File: config.mk
export PLATFORM = sky130hd
export DESIGN_NAME = fifo
export DESIGN_NICKNAME = d
export VERILOG_FILES = /design/src/rtl/fifo_pkg.sv /design/src/rtl/fifo_mem.sv /design/src/rtl/fifo.sv
export SDC_FILE = /design/constraint.sdc
export NUM_CORES = 1
export LEC_CHECK = 0
export BUFFER_PORTS_ARGS = -buffer_cell sky130_fd_sc_hd__buf_2
export CORE_MARGIN = 2
export CORE_UTILIZATION = 55
export CTS_BUF_LIST = sky130_fd_sc_hd__clkbuf_8 sky130_fd_sc_hd__clkbuf_16
export CTS_CLUSTER_SIZE = 28
export DETAILED_ROUTE_END_ITERATION = 6
export GPL_TIMING_DRIVEN = 0
export PLACE_DENSITY = 0.8
export SLEW_MARGIN = 25
export SYNTH_ARGS = -nofsm -noshare
export SYNTH_HDL_FRONTEND = slang
export SYNTH_HIERARCHICAL = 1
export SYNTH_SLANG_ARGS = --single-unit
File: constraint.sdc
create_clock -name CLK -period 3.1 [get_ports CLK]
set_input_delay 0.155 -clock CLK [delete_from_list [all_inputs] [get_ports CLK]]
set_output_delay 0.155 -clock CLK [all_outputs]
set_load 0.005 [all_outputs]
File: src/rtl/fifo_pkg.sv
// rtl/fifo_pkg.sv - default sizing constants shared by the FIFO and its bench
package fifo_pkg;

    localparam int DEF_DATA_WIDTH = 8;
    localparam int DEF_ADDR_WIDTH = 4;
    localparam int DEF_MEM_SIZE   = 32;
    localparam int DEF_DEPTH      = 2 ** DEF_ADDR_WIDTH;

endpackage

File: src/rtl/fifo_mem.sv
// rtl/fifo_mem.sv - FIFO storage array, synchronous write, asynchronous read
module fifo_mem #(
    parameter int DATA_WIDTH = 8,
    parameter int MEM_SIZE   = 32,
    parameter int MEM_AW     = 5
) (
    input  logic                  clk_i,
    input  logic                  w_en_i,
    input  logic [MEM_AW-1:0]     w_addr_i,
    input  logic [DATA_WIDTH-1:0] w_data_i,
    input  logic [MEM_AW-1:0]     r_addr_i,
    output logic [DATA_WIDTH-1:0] r_data_o
);

    logic [DATA_WIDTH-1:0] MEM [MEM_SIZE-1:0];

    always_ff @(posedge clk_i) begin
        if (w_en_i) begin
            MEM[w_addr_i] <= w_data_i;
        end
    end

    assign r_data_o = MEM[r_addr_i];

endmodule

File: src/rtl/fifo.sv
// rtl/fifo.sv - single-clock first-word-fall-through FIFO with FULL/EMPTY flags
module fifo
    import fifo_pkg::*;
#(
    parameter int DATA_WIDTH = DEF_DATA_WIDTH,
    parameter int ADDR_WIDTH = DEF_ADDR_WIDTH,
    parameter int MEM_SIZE   = DEF_MEM_SIZE
) (
    input  logic                  CLK,
    input  logic                  RST,
    input  logic                  W_INC,
    input  logic [DATA_WIDTH-1:0] WR_DATA,
    output logic                  FULL,
    input  logic                  R_INC,
    output logic [DATA_WIDTH-1:0] RD_DATA,
    output logic                  EMPTY
);

    localparam int MEM_AW = (MEM_SIZE > 1) ? $clog2(MEM_SIZE) : 1;

    logic [ADDR_WIDTH:0]   wptr_q, wptr_d;
    logic [ADDR_WIDTH:0]   rptr_q, rptr_d;
    logic                  wr_en;
    logic                  rd_en;
    logic [MEM_AW-1:0]     wr_mem_addr;
    logic [MEM_AW-1:0]     rd_mem_addr;

    // The extra pointer MSB distinguishes a full wrap from an empty queue.
    assign EMPTY = (wptr_q == rptr_q);
    assign FULL  = (wptr_q[ADDR_WIDTH] != rptr_q[ADDR_WIDTH]) &&
                   (wptr_q[ADDR_WIDTH-1:0] == rptr_q[ADDR_WIDTH-1:0]);

    always_comb begin
        wr_en  = W_INC && !FULL;
        rd_en  = R_INC && !EMPTY;
        wptr_d = wptr_q;
        rptr_d = rptr_q;
        if (wr_en) begin
            wptr_d = wptr_q + {{ADDR_WIDTH{1'b0}}, 1'b1};
        end
        if (rd_en) begin
            rptr_d = rptr_q + {{ADDR_WIDTH{1'b0}}, 1'b1};
        end
    end

    always_ff @(posedge CLK) begin
        if (!RST) begin
            wptr_q <= '0;
            rptr_q <= '0;
        end else begin
            wptr_q <= wptr_d;
            rptr_q <= rptr_d;
        end
    end

    assign wr_mem_addr = MEM_AW'(wptr_q[ADDR_WIDTH-1:0]);
    assign rd_mem_addr = MEM_AW'(rptr_q[ADDR_WIDTH-1:0]);

    // Reset wins over a coincident write so a discarded word never lands in memory.
    fifo_mem #(
        .DATA_WIDTH (DATA_WIDTH),
        .MEM_SIZE   (MEM_SIZE),
        .MEM_AW     (MEM_AW)
    ) FIFO_MEMORY (
        .clk_i    (CLK),
        .w_en_i   (wr_en && RST),
        .w_addr_i (wr_mem_addr),
        .w_data_i (WR_DATA),
        .r_addr_i (rd_mem_addr),
        .r_data_o (RD_DATA)
    );

endmodule

==> results of run 1 <==
## metal layers
metal	track usage [%]	share of wire, %	up-vias
met5	0	0	-
met4	6.79	2.6	0
met3	3.30	8.4	37
met2	36.1	51	247
met1	29.8	38	2662
li1	-	-	2121
## worst max path at each step
stage | end | slack (ps) | from | depth (start not counted)
floorplan | FIFO_MEMORY/MEM[0][0] | 430 | wptr_q[2] | 7
finish | RD_DATA[5] | 50 | rptr_q[0] | 6
global placement | FIFO_MEMORY/MEM[8][1] | -160 | wptr_q[2] | 7
detailed placement | FIFO_MEMORY/MEM[4][7] | -260 | wptr_q[3] | 7
CTS | FIFO_MEMORY/MEM[4][4] | -140 | wptr_q[3] | 7
global route | FIFO_MEMORY/MEM[11][3] | -60 | wptr_q[3] | 6
## worst min-delay path, delay by kind of cell
kind	cells	cell delay, ps
buffers and inverters	1	120
and+or+nand+nor	1	60
muxes	1	110
AOI/OAI and AO/OA	1	50
## power groups by stage
stage	Sequential [mW]	Combinational, mW	Clock [mW]
3_5_place_dp	4.05	0.742	0
5_1_grt	3.98	0.814	3.02
2_1_floorplan	4.05	0.514	0
6_report	3.98	0.769	2.86
3_3_place_gp	4.05	0.723	0
4_1_cts	3.98	0.768	2.88
## kinds of logic (layout without fill, tap and decap cells)
logic type,count (synthesis),in the layout
AOI/OAI and AO/OA,11,11
and+or+nand+nor,74,74
DFF,266,266
muxes,96,96
buffers and inverters,24,93
adders and majority gates,2,2
xor gates and xnor gates,6,6
other,1,9
## cell usage after synthesis (all sizes together), types with 3 or more instances
cell type,instances
mux2i,8
or3b,3
and2,3
nand2b,6
mux4,80
mux2,8
dfxtp,10
xor2,5
buf,14
nand2,13
nand3b,5
nand4,4
a21oi,7
edfxtp,256
nor2,33
clkbuf,8
## final cells by class
cell class | count | area share [%]
buffer | 21 | 1.23
clock buffer | 25 | 5.27
clock inverter | 19 | 1.15
inverter | 2 | 0.0633
multi-input combinational | 198 | 21.8
sequential | 266 | 66.5
tap | 234 | 2.47
timing repair buffer | 26 | 1.56
## flip-flops by register name, indices dropped and copies added (netlist names)
name             cells
rptr_q               5
wptr_q               5
FIFO_MEMORY/MEM    256
## per-stage QoR
step / instances / power, mW / hold slack, ps / setup WS [ps] / TNS, ps
2_1_floorplan: 488 / 4.56 / 254 / 431 / 0
3_3_place_gp: 743 / 4.77 / 468 / -165 / -4950
3_5_place_dp: 743 / 4.79 / 481 / -262 / -8620
4_1_cts: 789 / 7.62 / 7.02 / -138 / -4100
5_1_grt: 791 / 7.81 / 37.4 / -56.1 / -427
6_report: 791 / 7.61 / 10.4 / 50.9 / 0
## what timing repair did
item | CTS | global route
setup endpoints to repair | 104 | 119
endpoints found under the hold margin | 4 | 0
pin swaps | 0 | 3
buffers inserted | 0 | 3
hold buffers | 2 | 0
cloned | 0 | 0
resized for setup | 29 | 11
==> results by group, run 1 <==
Clock tree
  • CTS sink count: approximately 270
  • CTS H-tree depth: 1
  • Clk slew on worst S/H paths: 60 ps
  • Clk_lat worst skew: 530 ps
  • Root Driver: clkbuf_16
  • CTS tree: yes
  • Total CTS buffers: 25
  • CTS Buffer Depth: 3

Critical path
  • Worst setup EP type: output port
  • R2R Path End: FIFO_MEMORY/MEM[11][3]
  • Flop2flop setup slack: 100 ps
  • Reg2reg path depth: 6
  • WS Path Type: register to output port
  • CP cell instances: buf_6 -> buf_6 -> mux4_2 -> mux4_2 -> mux2_2 -> buf_2
  • CP Buf/Inv Count: 3
  • CP max-delay cell: mux4_2
  • CP arrival: around 2900 ps
  • Critical Path Max Stage Delay: 570 ps
  • Req. time, crit path: 2940 ps
  • Startpoint types: register
  • Crit-path max FO: 10
  • Reg-to-Reg Start: wptr_q[3]
  • Crit-path leading delay family: multiplexers

Global route
  • Vias in the first global route: 5070
  • Overall Global Routing Usage: ~22%
  • Largest net degree at the start of global routing: 33
  • First-pass GRT wire length: ~31000 µm
  • Initial antenna violation count: 0
  • Gr ovfl total: 0

Synth
  • Post-Syn Area: about 11000 µm²
  • Number of flops mapped to enable cells by yosys: 256
  • Largest family of logic cells by synthesized area: multiplexers
  • Synth area leaders: edfxtp_1 73%, mux4_2 17%, dfxtp_1 1.9%, nor2_1 1.2%, mux2_2 0.86%
  • Yosys top cell by area: edfxtp_1
  • Synth Instances: 480
  • Post-synthesis mux area share: a little under a fifth
  • Synth top area share: 73.2%
  • Synth Area per Inst: 21.9 µm²
  • Unique masters post-synth: 31
  • Ys flop type: edfxtp_1
  • Adder-Cell Fraction of Synth Area: 0.238%
  • Ys Warns: 6
  • Synth Area in Compound Gates: 0.643%
  • Xor/xnor share of the synthesized area: less than 1%
  • Seq/Total Area, Yosys: 75.1%
  • Ys async rst share: 0%
  • #FFs+latches synth: 266
  • Synth Area in Simple Gates: 3.61%

Timing
  • Worst Skew: 17.9 ps
  • Hold Violations, Final: 0
  • Period utilization: 98.4%
  • Min Clock Period, post-route: 3050 ps
  • Max Fclk: around 0.33 GHz
  • Final Slew Violations: 0
  • Worst-margin pin slew: 858 ps
  • # setup viols final: 0
  • Slew Limit Headroom: 42.6%

Drt
  • Remaining DRCs: 0
  • Post-Route WL: 21200 µm
  • Pre-Repair DR Iteration Count: 5
  • Vias post-DR: 5067
  • DR WL/cell: 26.8 µm
  • Remaining antenna violation count: 0
  • DR iter-0 viols: 533
  • Avg Vias per Cell: 6.41

Worst hold path
  • WHS Endpoint: wptr_q[2]
  • Worst hold path type: primary input to register
  • Hold path startpoint: W_INC
  • Hold depth: 4

Finish
  • # fillers: 1170
  • Final core utilization: 63.4%
  • Fin area: 11900 µm²
  • Commonest non-fill, non-tap cell in the layout: edfxtp_1
  • Register area: 7890 µm²
  • Area growth syn-to-layout: 12.9%
  • Share of layout cells above drive strength 1: 32.0%
  • Commonest non-fill, non-tap cells in the layout: 256 x edfxtp_1, 80 x mux4_2, 25 x clkbuf_16, 24 x buf_2, 20 x nor2_1
  • Multi-input gate area: 2580 µm²
  • Net count, final: 554
  • # diodes: 0

Placement
  • Placed Area: 10900 µm²
  • GP Congestion: 0.829
  • Port bufs: 21
  • Post-DP HPWL: approximately 13000 µm

Die
  • Die Span Y: 142 µm
  • Core ar.: 18700 µm²
  • I/O Pins: 22
  • Row cnt: 50
  • Initial Utilization: between 50% and 60%
  • Die Wd: about 140 µm
  • Die ar.: between 20000 and 25000 µm²

Pwr
  • Clock network fraction of total power: 37.6%
  • P_sw: 1.64 mW
  • Sw Ratio: 21.6%
  • P per Cell Area: 641 nW/µm²
  • Logic pwr share: roughly a tenth
  • Worst vdd ir: ~0.43 mV
  • Cell-internal power: slightly below 6 mW
  • Flop pwr share: 52.3%
  • Leak: 3.69 nW

Run
  • Maxcap violations: 0

Status
  • Status: complete, no violations
No activity file was read; power rests on OpenSTA's default activity.
==> run 2, diff against run 1 <==
--- a/config.mk
+++ b/config.mk
@@ -5,7 +5,8 @@
 export SDC_FILE = /design/constraint.sdc
 export NUM_CORES = 1
 export LEC_CHECK = 0
-export BUFFER_PORTS_ARGS = -buffer_cell sky130_fd_sc_hd__buf_2
+export BUFFER_PORTS_ARGS = -buffer_cell sky130_fd_sc_hd__buf_4
+export CORE_ASPECT_RATIO = 0.7
 export CORE_MARGIN = 2
 export CORE_UTILIZATION = 55
 export CTS_BUF_LIST = sky130_fd_sc_hd__clkbuf_8 sky130_fd_sc_hd__clkbuf_16
==> run 2 against run 1 <==
Worst setup slack better by 49 ps. Critical path depth stayed put. Highest routed layer unchanged. Non-clock buffer count grew 1. Flip-flop and latch count unchanged. Sequential share of layout area decreased by 0.61 points. Power up 2.6%. Design area is 0.94% higher. Clock skew is 2.9 ps lower. Combinational power increased by 3.9%. Critical path type unchanged. Register-to-register slack better by 80 ps. Wire length rose by 3.6%.
==> results by group, run 2 (synthesis gave the netlist of run 1 again) <==
Status
  • Status: complete, no violations

Pwr
  • Flop pwr share: 50.9%
  • Worst vdd ir: 0.526 mV
  • Cell-internal power: 6.17 mW
  • P_sw: roughly 1.6 mW
  • Tot Pwr: 7.81 mW
  • Sw Ratio: a little over a fifth
  • P per Cell Area: 652 nW/µm²
  • Clock network fraction of total power: between 30% and 40%
  • Logic pwr share: 10.2%
  • Leak: between 3 and 4 nW

Finish
  • Largest Register: FIFO_MEMORY/MEM
  • Area growth syn-to-layout: 14.0%
  • Commonest non-fill, non-tap cells in the layout: 256 x edfxtp_1, 80 x mux4_2, 26 x buf_4, 25 x clkbuf_16, 22 x nor2_1
  • # fillers: 1211
  • Fin area: 12000 µm²
  • Final core utilization: a little under two thirds
  • Commonest non-fill, non-tap cell in the layout: edfxtp_1
  • Max reg flops: 256
  • Net count, final: 554
  • Top flop regs: FIFO_MEMORY/MEM: 256 flops, rptr_q: 5 flops, wptr_q: 5 flops
  • Fin cells: 798
  • Share of layout cells above drive strength 1: 32.6%

Critical path
  • Worst setup EP type: output port
  • Reg2reg path depth: 6
  • WS Path Type: register to output port
  • Reg-to-Reg Start: wptr_q[2]
  • R2R Path End: FIFO_MEMORY/MEM[7][7]
  • Worst Setup SP: rptr_q[0]
  • Worst Setup EP: RD_DATA[4]
  • Req. time, crit path: 2940 ps
  • Flop2flop setup slack: 180 ps
  • Crit-path max FO: 10
  • Startpoint types: register
  • CP arrival: 2850 ps

Die
  • Core ar.: 18800 µm²
  • Die Wd: 169 µm
  • Die ar.: between 20000 and 25000 µm²
  • Row cnt: 42
  • Initial Utilization: a little under three fifths
  • Die Span Y: 120 µm
  • I/O Pins: 22

Global route
  • Met3 Use GR: 4.82%
  • Largest net degree at the start of global routing: 33
  • Gr ovfl total: 0
  • Met2 usage: between 30% and 40%
  • First-pass GRT wire length: 32500 µm
  • Initial antenna violation count: 1
  • Routing usage on met1: 36.4%
  • Overall Global Routing Usage: between 20% and 30%
  • Gr busiest metal: met1
  • Vias in the first global route: 4941

Drt
  • Pre-Repair DR Iteration Count: 5
  • DR WL/cell: 27.5 µm
  • Vias post-DR: 5087
  • Remaining DRCs: 0
  • DR iter-0 viols: 678
  • Post-Route WL: 21900 µm
  • Remaining antenna violation count: 0
  • Avg Vias per Cell: ~6.4

Clock tree
  • CTS Buffer Depth: 3
  • Root Driver: clkbuf_16
  • Clk_lat worst skew: between 500 and 600 ps
  • Total CTS buffers: 24
  • Clk slew on worst S/H paths: 60 ps
  • CTS sink count: 266
  • CTS H-tree depth: 1
  • CTS tree: yes

Timing
  • Setup TNS: 0 ps
  • # setup viols final: 0
  • Final hold slack: 37.4 ps
  • Worst-margin pin slew: 975 ps
  • Max Fclk: 0.333 GHz
  • Hold Violations, Final: 0
  • RSZ-0062 raised after global routing: true
  • Fin worst setup slack: approximately 100 ps
  • Worst Skew: 15.0 ps
  • Period utilization: 96.8%
  • Min Clock Period, post-route: 3000 ps
  • Slew Limit Headroom: 34.8%
  • Final Slew Violations: 0

Run
  • Maxcap violations: 0

Worst hold path
  • Hold depth: 4
  • Worst hold path type: primary input to register

Placement
  • GP Congestion: 0.824
  • Placed cells: 751
  • Port bufs: 21
  • Placed Area: 11000 µm²
  • Place WS: -236 ps
  • Post-DP HPWL: 13700 µm
[run 2: cell types whose count changed in the layout (fill, tap and decap cells not counted), sizes merged]
cell	previous run	this run
buf	38	37
bufinv	2	4
clkbuf	32	34
clkdlybuf4s18	0	1
clkinv	10	7
diode	0	1
inv	9	6
[run 2: per-layer routing]
metal	vias to the layer above	routed length (µm)	part of all wire [%]
li1	2114	-	-
met1	2659	9200	42
met2	283	10100	46
met3	31	2320	11
met4	0	335	1.5
met5	-	0	0
[run 2: area by class of cell]
cell class | count | area, µm² | area share, %
Antenna cell | 1 | 2.50 | 0.0209
Buffer | 21 | 158 | 1.32
Clock buffer | 26 | 639 | 5.34
Clock inverter | 15 | 166 | 1.39
Inverter | 2 | 7.51 | 0.0627
Multi-Input combinational cell | 198 | 2580 | 21.5
Sequential cell | 266 | 7890 | 65.9
Tap cell | 242 | 303 | 2.53
Timing Repair Buffer | 27 | 233 | 1.94
[run 2: power groups by stage]
| stage | clock network [mW] | logic, mW | registers (mW) |
|---|---|---|---|
| detailed placement | 0 | 0.768 | 4.05 |
| finish | 3.04 | 0.799 | 3.97 |
| floorplan | 0 | 0.514 | 4.05 |
| global route | 3.22 | 0.848 | 3.97 |
| global placement | 0 | 0.754 | 4.05 |
| CTS | 3.07 | 0.790 | 3.97 |
[run 2: repair_timing]
action,CTS,global route
hold buffers,1,1
pin swaps,0,4
setup buffers,0,4
endpoints found under the setup margin,65,120
resized for setup,27,12
hold endpoints to repair,3,1
[run 2: critical path, stage by stage, from the launching register on]
cell	delay (ps)
dfxtp_2	390
buf_6	200
buf_6	210
mux4_2	570
mux4_2	520
mux2_2	290
buf_4	140
[run 2: how the worst min path moves through the flow]
stage | start | endpoint | slack, ps
6_report | W_INC | wptr_q[2] | 40
3_5_place_dp | RST | wptr_q[0] | 470
4_1_cts | R_INC | rptr_q[2] | 2
2_1_floorplan | WR_DATA[0] | FIFO_MEMORY/MEM[0][0] | 250
5_1_grt | W_INC | wptr_q[2] | 40
3_3_place_gp | RST | rptr_q[4] | 470
==> run 3, diff against run 2 <==
--- a/config.mk
+++ b/config.mk
@@ -5,15 +5,15 @@
 export SDC_FILE = /design/constraint.sdc
 export NUM_CORES = 1
 export LEC_CHECK = 0
-export BUFFER_PORTS_ARGS = -buffer_cell sky130_fd_sc_hd__buf_4
 export CORE_ASPECT_RATIO = 0.7
 export CORE_MARGIN = 2
 export CORE_UTILIZATION = 55
 export CTS_BUF_LIST = sky130_fd_sc_hd__clkbuf_8 sky130_fd_sc_hd__clkbuf_16
 export CTS_CLUSTER_SIZE = 28
 export DETAILED_ROUTE_END_ITERATION = 6
+export DONT_BUFFER_PORTS = 1
 export GPL_TIMING_DRIVEN = 0
-export PLACE_DENSITY = 0.8
+export PLACE_DENSITY = 0.79
 export SLEW_MARGIN = 25
 export SYNTH_ARGS = -nofsm -noshare
 export SYNTH_HDL_FRONTEND = slang
==> run 3 against run 2 <==
Combinational power fell by 3.3%. Worst setup slack gained 3.5 ps. Global-route usage is 0.41 points lower. Final cell count shrank 0.63%. Non-clock buffer count decreased by 6. Critical endpoint is now RD_DATA[3].
==> results by group, run 3 (synthesis gave the netlist of run 1 again) <==
Pwr
  • Tot Pwr: 7.52 mW
  • Worst vdd ir: about 0.40 mV
  • P per Cell Area: 631 nW/µm²
  • Leak: 3.68 nW

Critical path
  • CP cell instances: clkbuf_4 -> buf_2 -> mux4_2 -> mux4_2 -> mux2_2
  • CP arrival: 2840 ps
  • Req. time, crit path: 2940 ps
  • Reg2reg path depth: 6
  • WS Path Type: register to output port
  • Critical path depth: 5
  • Most common cell on crit path: mux4_2
  • Crit-path max FO: 10
  • CP Buf/Inv Count: 2
  • Startpoint types: register
  • Crit-path leading delay family: multiplexers
  • Worst setup EP type: output port
  • CP max-delay cell: mux4_2
  • Critical Path Max Stage Delay: 510 ps

Run
  • Maxcap violations: 0

Timing
  • Period utilization: 96.7%
  • Worst-margin pin slew: approximately 850 ps
  • Hold Violations, Final: 0
  • Final Slew Violations: 0
  • RSZ-0062 raised after global routing: true
  • Slew Limit Headroom: 42.9%
  • Worst Skew: 5.90 ps
  • Max Fclk: 0.334 GHz
  • Min Clock Period, post-route: roughly 3000 ps
  • # setup viols final: 0

Clock tree
  • CTS tree: yes
  • Clk_lat worst skew: just over 500 ps
  • CTS sink count: approximately 270
  • Clk slew on worst S/H paths: 60 ps
  • CTS Buffer Depth: 3
  • Total CTS buffers: 24
  • Root Driver: clkbuf_16
  • CTS H-tree depth: 1

Finish
  • Commonest non-fill, non-tap cells in the layout: 256 x edfxtp_1, 80 x mux4_2, 29 x nor2_1, 25 x clkbuf_16, 13 x nand2_1
  • Multi-input gate area: 2560 µm²
  • Max reg flops: roughly 260
  • Share of layout cells above drive strength 1: 28.5%
  • # fillers: about 1.3k
  • Top flop regs: FIFO_MEMORY/MEM: 256 flops, rptr_q: 5 flops, wptr_q: 5 flops
  • Net count, final: 548
  • Register area: 7890 µm²
  • # diodes: 0
  • Area growth syn-to-layout: 13.5%
  • Largest Register: FIFO_MEMORY/MEM
  • Final core utilization: between 60% and 70%
  • Commonest non-fill, non-tap cell in the layout: edfxtp_1

Global route
  • Largest net degree at the start of global routing: 33
  • First-pass GRT wire length: 31800 µm
  • Vias in the first global route: a little over 5k
  • Overall Global Routing Usage: 22.1%
  • Gr ovfl total: 0
  • Initial antenna violation count: 0

Worst hold path
  • Hold depth: 3
  • Worst hold path type: primary input to register

Die
  • Die Wd: 169 µm
  • Initial Utilization: 55.9%
  • Die ar.: 20200 µm²
  • I/O Pins: 22
  • Die Span Y: around 120 µm
  • Row cnt: 42
  • Core ar.: 18800 µm²

Placement
  • GP Congestion: between 0.8 and 0.9
  • Post-DP HPWL: around 13000 µm
  • Port bufs: 0

Drt
  • Pre-Repair DR Iteration Count: 5
  • Vias post-DR: 5054
  • Remaining DRCs: 0
  • Post-Route WL: 21500 µm
  • DR iter-0 viols: 688
  • DR WL/cell: 27.1 µm
  • Avg Vias per Cell: 6.37
  • Remaining antenna violation count: 0

Status
  • Status: complete, no violations
## run 3: cell count changes in the layout (fill, tap and decap cells not counted), moves of 2 or more
cell	delta
clkbuf_4	-2
buf_6	-5
dlygate4sd3_1	+9
buf_12	+7
buf_4	-19
nor2_2	-7
clkinv_1	+3
clkinvlp_4	+2
bufinv_16	-3
buf_2	+3
nor2_1	+7
## run 3: layout make-up
class,count,area share (%)
clock buffers,25,5.25
well taps,242,2.54
clock inverters,18,0.934
repair buffers,21,2.48
flip-flops and latches,266,66.2
plain buffers,21,1.11
multi-input cells,198,21.5
inverters,2,0.0629
## run 3: worst register-to-register path, delay by kind of cell, from the launching register on
kind            cells  cell delay (ps)
compound gates      1              310
simple gates        4             1520
xor+xnor            1              270
flops               1              510
## run 3: final timing paths
| check | from | end | slack, ps |
|---|---|---|---|
| worst max-delay path | rptr_q[2] | RD_DATA[3] | 100 |
| worst min-delay path | RST | rptr_q[1] | 100 |
| worst max register to register | wptr_q[0] | FIFO_MEMORY/MEM[5][3] | 110 |
| worst min register to register | rptr_q[4] | rptr_q[4] | 530 |
## run 3: power by group
group	internal [mW]	total [mW]	leakage (nW)	switching, mW
clock	1.54	2.77	0.373	1.23
combinational	0.380	0.773	0.917	0.392
sequential	3.96	3.98	2.39	0.0205
total	5.88	7.52	3.68	1.64
## run 3: layer usage
layer  global-route usage, %  up-vias  share of wire, %
met5                       0        -                 0
met4                    6.84        0               2.9
met3                    6.63       41                10
met2                    31.7      264                44
met1                    33.4     2643                43
li1                        -     2106                 -
## run 3: what timing repair did
action                                  4_1_cts  5_1_grt
endpoints found under the setup margin       40      135
pin swaps                                     0        3
hold buffers                                 19        0
hold endpoints to repair                    266        0
gates resized for setup                      15        8
buffers inserted                              0        2
## run 3: through the flow
| stage | setup slack [ps] | setup TNS, ps | instance area [µm²] | instances | hold slack [ps] |
|---|---|---|---|---|---|
| 3_5_place_dp | -246 | -7320 | 10800 | 730 | 255 |
| 5_1_grt | -71.4 | -2480 | 11900 | 793 | 112 |
| 3_3_place_gp | -124 | -3350 | 10800 | 730 | 256 |
| 6_report | 103 | 0 | 11900 | 793 | 95.1 |
| 2_1_floorplan | 431 | 0 | 10500 | 488 | 254 |
| 4_1_cts | -108 | -3020 | 11900 | 792 | 61.4 |
